**src/rtl/chdr_insert_header.sv**
```systemverilog
// chdr_insert_header
//   Converts a headerless payload stream back into CHDR by prepending a
//   header word (and, on a 64-bit bus, a separate timestamp word for
//   DATA_TS packets). Payload words pass through combinationally with no
//   buffering; only the inserted words cost extra beats.
//
// Ports
//   clk, rst_n           clock, asynchronous active-low reset
//   insert_en            1 = prepend header, 0 = input is already CHDR
//   hdr_*                header fields, sampled while the header beat is presented
//   s_tdata/s_tuser/s_tlast/s_tvalid/s_tready
//                        payload stream in (s_tuser = payload bytes, first word)
//   m_chdr_tdata/m_chdr_tlast/m_chdr_tvalid/m_chdr_tready
//                        CHDR stream out
module chdr_insert_header #(
  parameter int CHDR_W = 64
) (
  input  logic              clk,
  input  logic              rst_n,
  input  logic              insert_en,
  input  logic [5:0]        hdr_vc,
  input  logic              hdr_eob,
  input  logic              hdr_eov,
  input  logic [2:0]        hdr_pkt_type,
  input  logic [15:0]       hdr_seq_num,
  input  logic [15:0]       hdr_dst_epid,
  input  logic [63:0]       hdr_timestamp,
  input  logic [CHDR_W-1:0] s_tdata,
  input  logic [15:0]       s_tuser,
  input  logic              s_tlast,
  input  logic              s_tvalid,
  output logic              s_tready,
  output logic [CHDR_W-1:0] m_chdr_tdata,
  output logic              m_chdr_tlast,
  output logic              m_chdr_tvalid,
  input  logic              m_chdr_tready
);

  localparam logic [2:0]  PKT_DATA_TS = 3'h7;
  localparam logic [15:0] BEAT_BYTES  = 16'(CHDR_W / 8);
  localparam bit          NARROW      = (CHDR_W == 64);

  typedef enum logic [1:0] {ST_HDR, ST_TS, ST_PASS} state_t;

  state_t      state;
  logic [63:0] ts_latched;

  logic        is_ts;
  logic [15:0] length;
  logic [63:0] hdr_word;
  logic [63:0] hdr_upper;
  logic [CHDR_W-1:0] hdr_full;
  logic [CHDR_W-1:0] ts_full;
  logic        out_hs;

  assign is_ts = (hdr_pkt_type == PKT_DATA_TS);

  // Length counts the whole CHDR packet: payload + header beat, plus the
  // extra timestamp beat on a 64-bit bus. Wraps modulo 2^16.
  assign length = s_tuser + BEAT_BYTES + ((NARROW && is_ts) ? 16'd8 : 16'd0);

  assign hdr_word = {hdr_vc, hdr_eob, hdr_eov, hdr_pkt_type, 5'd0,
                     hdr_seq_num, length, hdr_dst_epid};

  // On wide buses the timestamp rides in the header beat's upper half.
  assign hdr_upper = (!NARROW && is_ts) ? hdr_timestamp : 64'd0;
  assign hdr_full  = CHDR_W'({hdr_upper, hdr_word});
  assign ts_full   = CHDR_W'(ts_latched);

  always_comb begin
    m_chdr_tdata  = s_tdata;
    m_chdr_tlast  = s_tlast;
    m_chdr_tvalid = s_tvalid;
    s_tready      = m_chdr_tready;
    case (state)
      ST_HDR: begin
        if (insert_en) begin
          // Header beat is offered only once the first payload word is
          // present, since the length comes from its s_tuser.
          m_chdr_tdata = hdr_full;
          m_chdr_tlast = 1'b0;
          s_tready     = 1'b0;
        end
      end
      ST_TS: begin
        m_chdr_tvalid = 1'b1;
        m_chdr_tdata  = ts_full;
        m_chdr_tlast  = 1'b0;
        s_tready      = 1'b0;
      end
      default: ;
    endcase
    if (!rst_n) begin
      m_chdr_tvalid = 1'b0;
      m_chdr_tlast  = 1'b0;
      s_tready      = 1'b0;
    end
  end

  assign out_hs = m_chdr_tvalid && m_chdr_tready;

  always_ff @(posedge clk or negedge rst_n) begin
    if (!rst_n) begin
      state      <= ST_HDR;
      ts_latched <= 64'd0;
    end else begin
      case (state)
        ST_HDR: begin
          if (out_hs) begin
            if (insert_en) begin
              ts_latched <= hdr_timestamp;
              state      <= (NARROW && is_ts) ? ST_TS : ST_PASS;
            end else if (!s_tlast) begin
              state <= ST_PASS;
            end
          end
        end
        ST_TS: begin
          if (out_hs) state <= ST_PASS;
        end
        ST_PASS: begin
          if (out_hs && s_tlast) state <= ST_HDR;
        end
        default: state <= ST_HDR;
      endcase
    end
  end

endmodule

```
**config.mk**
```make
export PLATFORM = sky130hd
export DESIGN_NAME = chdr_insert_header
export DESIGN_NICKNAME = d
export VERILOG_FILES = /design/src/rtl/chdr_insert_header.sv
export SDC_FILE = /design/constraint.sdc
export NUM_CORES = 1
export LEC_CHECK = 0
export ABC_AREA = 1
export BUFFER_PORTS_ARGS = -buffer_cell sky130_fd_sc_hd__buf_2
export CORE_ASPECT_RATIO = 0.7
export CORE_UTILIZATION = 42
export CTS_CLUSTER_DIAMETER = 150
export DETAILED_ROUTE_END_ITERATION = 12
export PLACE_DENSITY = 0.88
export SYNTH_ARGS = -nofsm -noshare
export SYNTH_HDL_FRONTEND = slang
export SYNTH_SLANG_ARGS = --single-unit
```
**constraint.sdc**
```tcl
create_clock -name clk -period 1.8 [get_ports clk]
set_input_delay 0.36 -clock clk [delete_from_list [all_inputs] [get_ports clk]]
set_output_delay 0.36 -clock clk [all_outputs]
set_load 0.02 [all_outputs]
```
==> flow_summary.toml <==
[synth]
ys.flop_type = "dfrtp_1"
synth_nets = 910
synth-edff-count = 0
async_flop_share = 1.00
synthTopCellsByArea = "dfrtp_1, nand2_1, o21ai_2"
syn_area_um2 = 4880
ys_ff_latch = 66
ys_warn_count = 0
post-synth-top-area-cell = "dfrtp_1"
synth_cells = 714
synth_cell_types = 26
yosys-top-cells-count = "nand2_1, inv_1, dfrtp_1"
synthesis.area_per_instance_um2 = 6.84
seq_area_frac_synth = 0.338
synth_top_area_frac = 0.338
synth_most_common_cell = "nand2_1"

[drt]
viasPerCell = 5.32
routed-via-count = 6129
drt-wirelength-per-cell_um = 16.7
ant_nets = 0
firstDrtPassIters = 5
drt_iter0_drc = 363
drc = 0
routed_wl_um = 19200

[sta]
setup_viol = 99
tightest_slew_ns = 0.842
hold_viol = 0
tns_ns = -13.20
slew_viol_final = 0
rsz0062_at_grt = "true"
worst_slack_ns = -0.346
finalHoldWorstSlack_ns = 0.267
max_slew_margin = 0.439
fmax_mhz = 466
fin_worst_skew_ns = 0.00688
fin_crit_ns = 2.15
fin_crit_sh = 1.19

[cells_and_area]
final_nets = 1190
instances_no_fill = 1153
fin_util = 0.706
area_growth_syn_to_layout_pct = 61.6
layout-drive-gt1-share = 0.483
n_fill_cell = 833

[run_status]
violations = "setup timing"
status = "complete, but fails checks"

[critical_path]
path_cells = "buf_8, nand3_4, ha_4, inv_4, ha_4, nand2_4, nor2_4, buf_6, nand2_2, nand2_2, nand2_2, nand2_1, nand2_1, nand3_2, buf_6"
crit_path_end = "m_chdr_tdata[28]"
reg2regPathDepth = 10
worst-setup-path-type = "in -> out"
cpMostUsedCell = "nand2_2"
rrSetupSlack_ns = -0.05
cp.required_ns = 1.44
worstSetupEndpointType = "output pin"
startpoint_type = "input port"
crit_slowest_cell = "ha_4"
r2r_start = "state[1]"
critical_path_peak_fanout = 4
cp_slowest_stage_delay_ns = 0.19
startpoint = "hdr_pkt_type[2]"
arrival_ns = 1.79
rr_endpoint = "ts_full[13]"

[clock_tree]
cts_sinks = 66
clockBufferDepth = 2
cts_tree = "yes"
cts_root_buf = "clkbuf_16"
clk_pin_slew_ns = 0.06
numCtsBuffers = 9
htreeDepth = 3
clock_latency_ns = 0.33

[die]
die_w_um = 131
die_h_um = 92.2
core_um2 = 11200
pin_count = 260
die_area_um2 = 12100
num_rows = 32
start_util = 0.437

[global_route]
overflow = 0
grt_max_degree = 65
gr-usage-all-layers = 0.285
antenna_found_initial = 1
grt_pass1_vias = 5519
grt_pass1_wl_um = 26200

[worst_hold_path]
hp-class = "in -> reg"

[placed_design]
portBuffers = 259
place_inst = 1105
dp_hpwl_um = 11400
gp_congestion = 0.927

[pwr]
leakage_nw = 4.09
vdd_ir_drop_max_mv = 0.837
powerDensity_nw_per_um2 = 1310
totalPowerFinal_mw = 10.3

[run]
drv_cap = 0
==> critical path: cells and delay by family <==
| kind | cells | cell delay (ns) |
|---|---|---|
| adders and majority gates | 2 | 0.35 |
| buffers and inverters | 4 | 0.39 |
| and+or+nand+nor | 9 | 0.67 |
==> report_power, final <==
part | switching [mW] | internal, mW | leakage [nW] | total [mW]
logic | 3.04 | 2.60 | 3.08 | 5.65
registers | 0.420 | 2.16 | 0.830 | 2.58
clock network | 0.679 | 1.40 | 0.173 | 2.07
total | 4.14 | 6.16 | 4.09 | 10.3
==> layout by cell type, fill, tap and decap left out, drive strengths merged <==
cell         netlist  final
dlygate4sd3        0      1
nand2            231    231
or2                1      1
inv              108    106
nand3b             2      2
diode              0      1
buf               27    303
nor3               2      2
dfrtp             66     66
nor2              55     55
nor3b              1      1
bufinv             0      3
nand3             18     19
nand4              4      4
o21ai            117    117
clkbuf            17     18
clkinv             0      5
o211ai            51     51
a21oi             11     11
ha                 3      3
==> worst min-delay path by stage <==
stage	from	end	slack [ns]	cells after the start
floorplan	rst_n	state[0]	0.06	0
finish	hdr_timestamp[62]	ts_full[62]	0.27	3
global placement	rst_n	state[0]	0.17	1
global route	hdr_timestamp[12]	ts_full[12]	0.26	3
CTS	hdr_timestamp[27]	ts_full[27]	0.26	3
detailed placement	rst_n	state[0]	0.17	1
==> layer usage <==
metal,global-route usage,vias to the layer above,wire [µm],share of wire
li1,-,2849,-,-
met3,0.0595,38,1780,0.093
met5,0,-,0,0
met1,0.362,2869,7890,0.41
met4,0.0757,0,401,0.021
met2,0.488,373,9170,0.48
==> area by class of cell <==
cell class | instances | area, µm² | share of cell area
Multi-Input combinational cell | 497 | 2940 | 0.372
Timing Repair Buffer | 312 | 2320 | 0.294
Sequential cell | 66 | 1650 | 0.209
Inverter | 108 | 438 | 0.0555
Clock buffer | 10 | 239 | 0.0303
Tap cell | 153 | 191 | 0.0243
Clock inverter | 6 | 113 | 0.0143
Antenna cell | 1 | 2.50 | 0.000317
==> kinds of logic after synthesis <==
logic type | after synthesis | share of synthesized area
AND/OR/NAND/NOR | 314 | 0.254
buffers and inverters | 152 | 0.142
flip-flops | 66 | 0.338
adder cells (fa/ha/maj) | 3 | 0.00769
AO/OA/AOI/OAI | 179 | 0.258
==> what timing repair did <==
| action | 4_1_cts | 5_1_grt |
|---|---|---|
| gates cloned | 6 | 11 |
| hold endpoints to repair | 2 | 0 |
| endpoints found under the setup margin | 66 | 72 |
| resized for setup | 112 | 137 |
| buffers inserted | 6 | 8 |
| hold buffers | 1 | 0 |
| pin swaps | 17 | 56 |
==> registers in the layout, indices dropped and copies added, names as in the netlist <==
signal,cells
ts_full,64
state,2
==> per-stage QoR <==
step | cell area (µm²) | setup WS, ns
floorplan | 4900 | -0.0360
global placement | 6390 | -0.481
detailed placement | 6390 | -0.520
CTS | 7270 | -0.224
global route | 7890 | -0.412
finish | 7890 | -0.346
No activity file was read; power rests on OpenSTA's default activity.
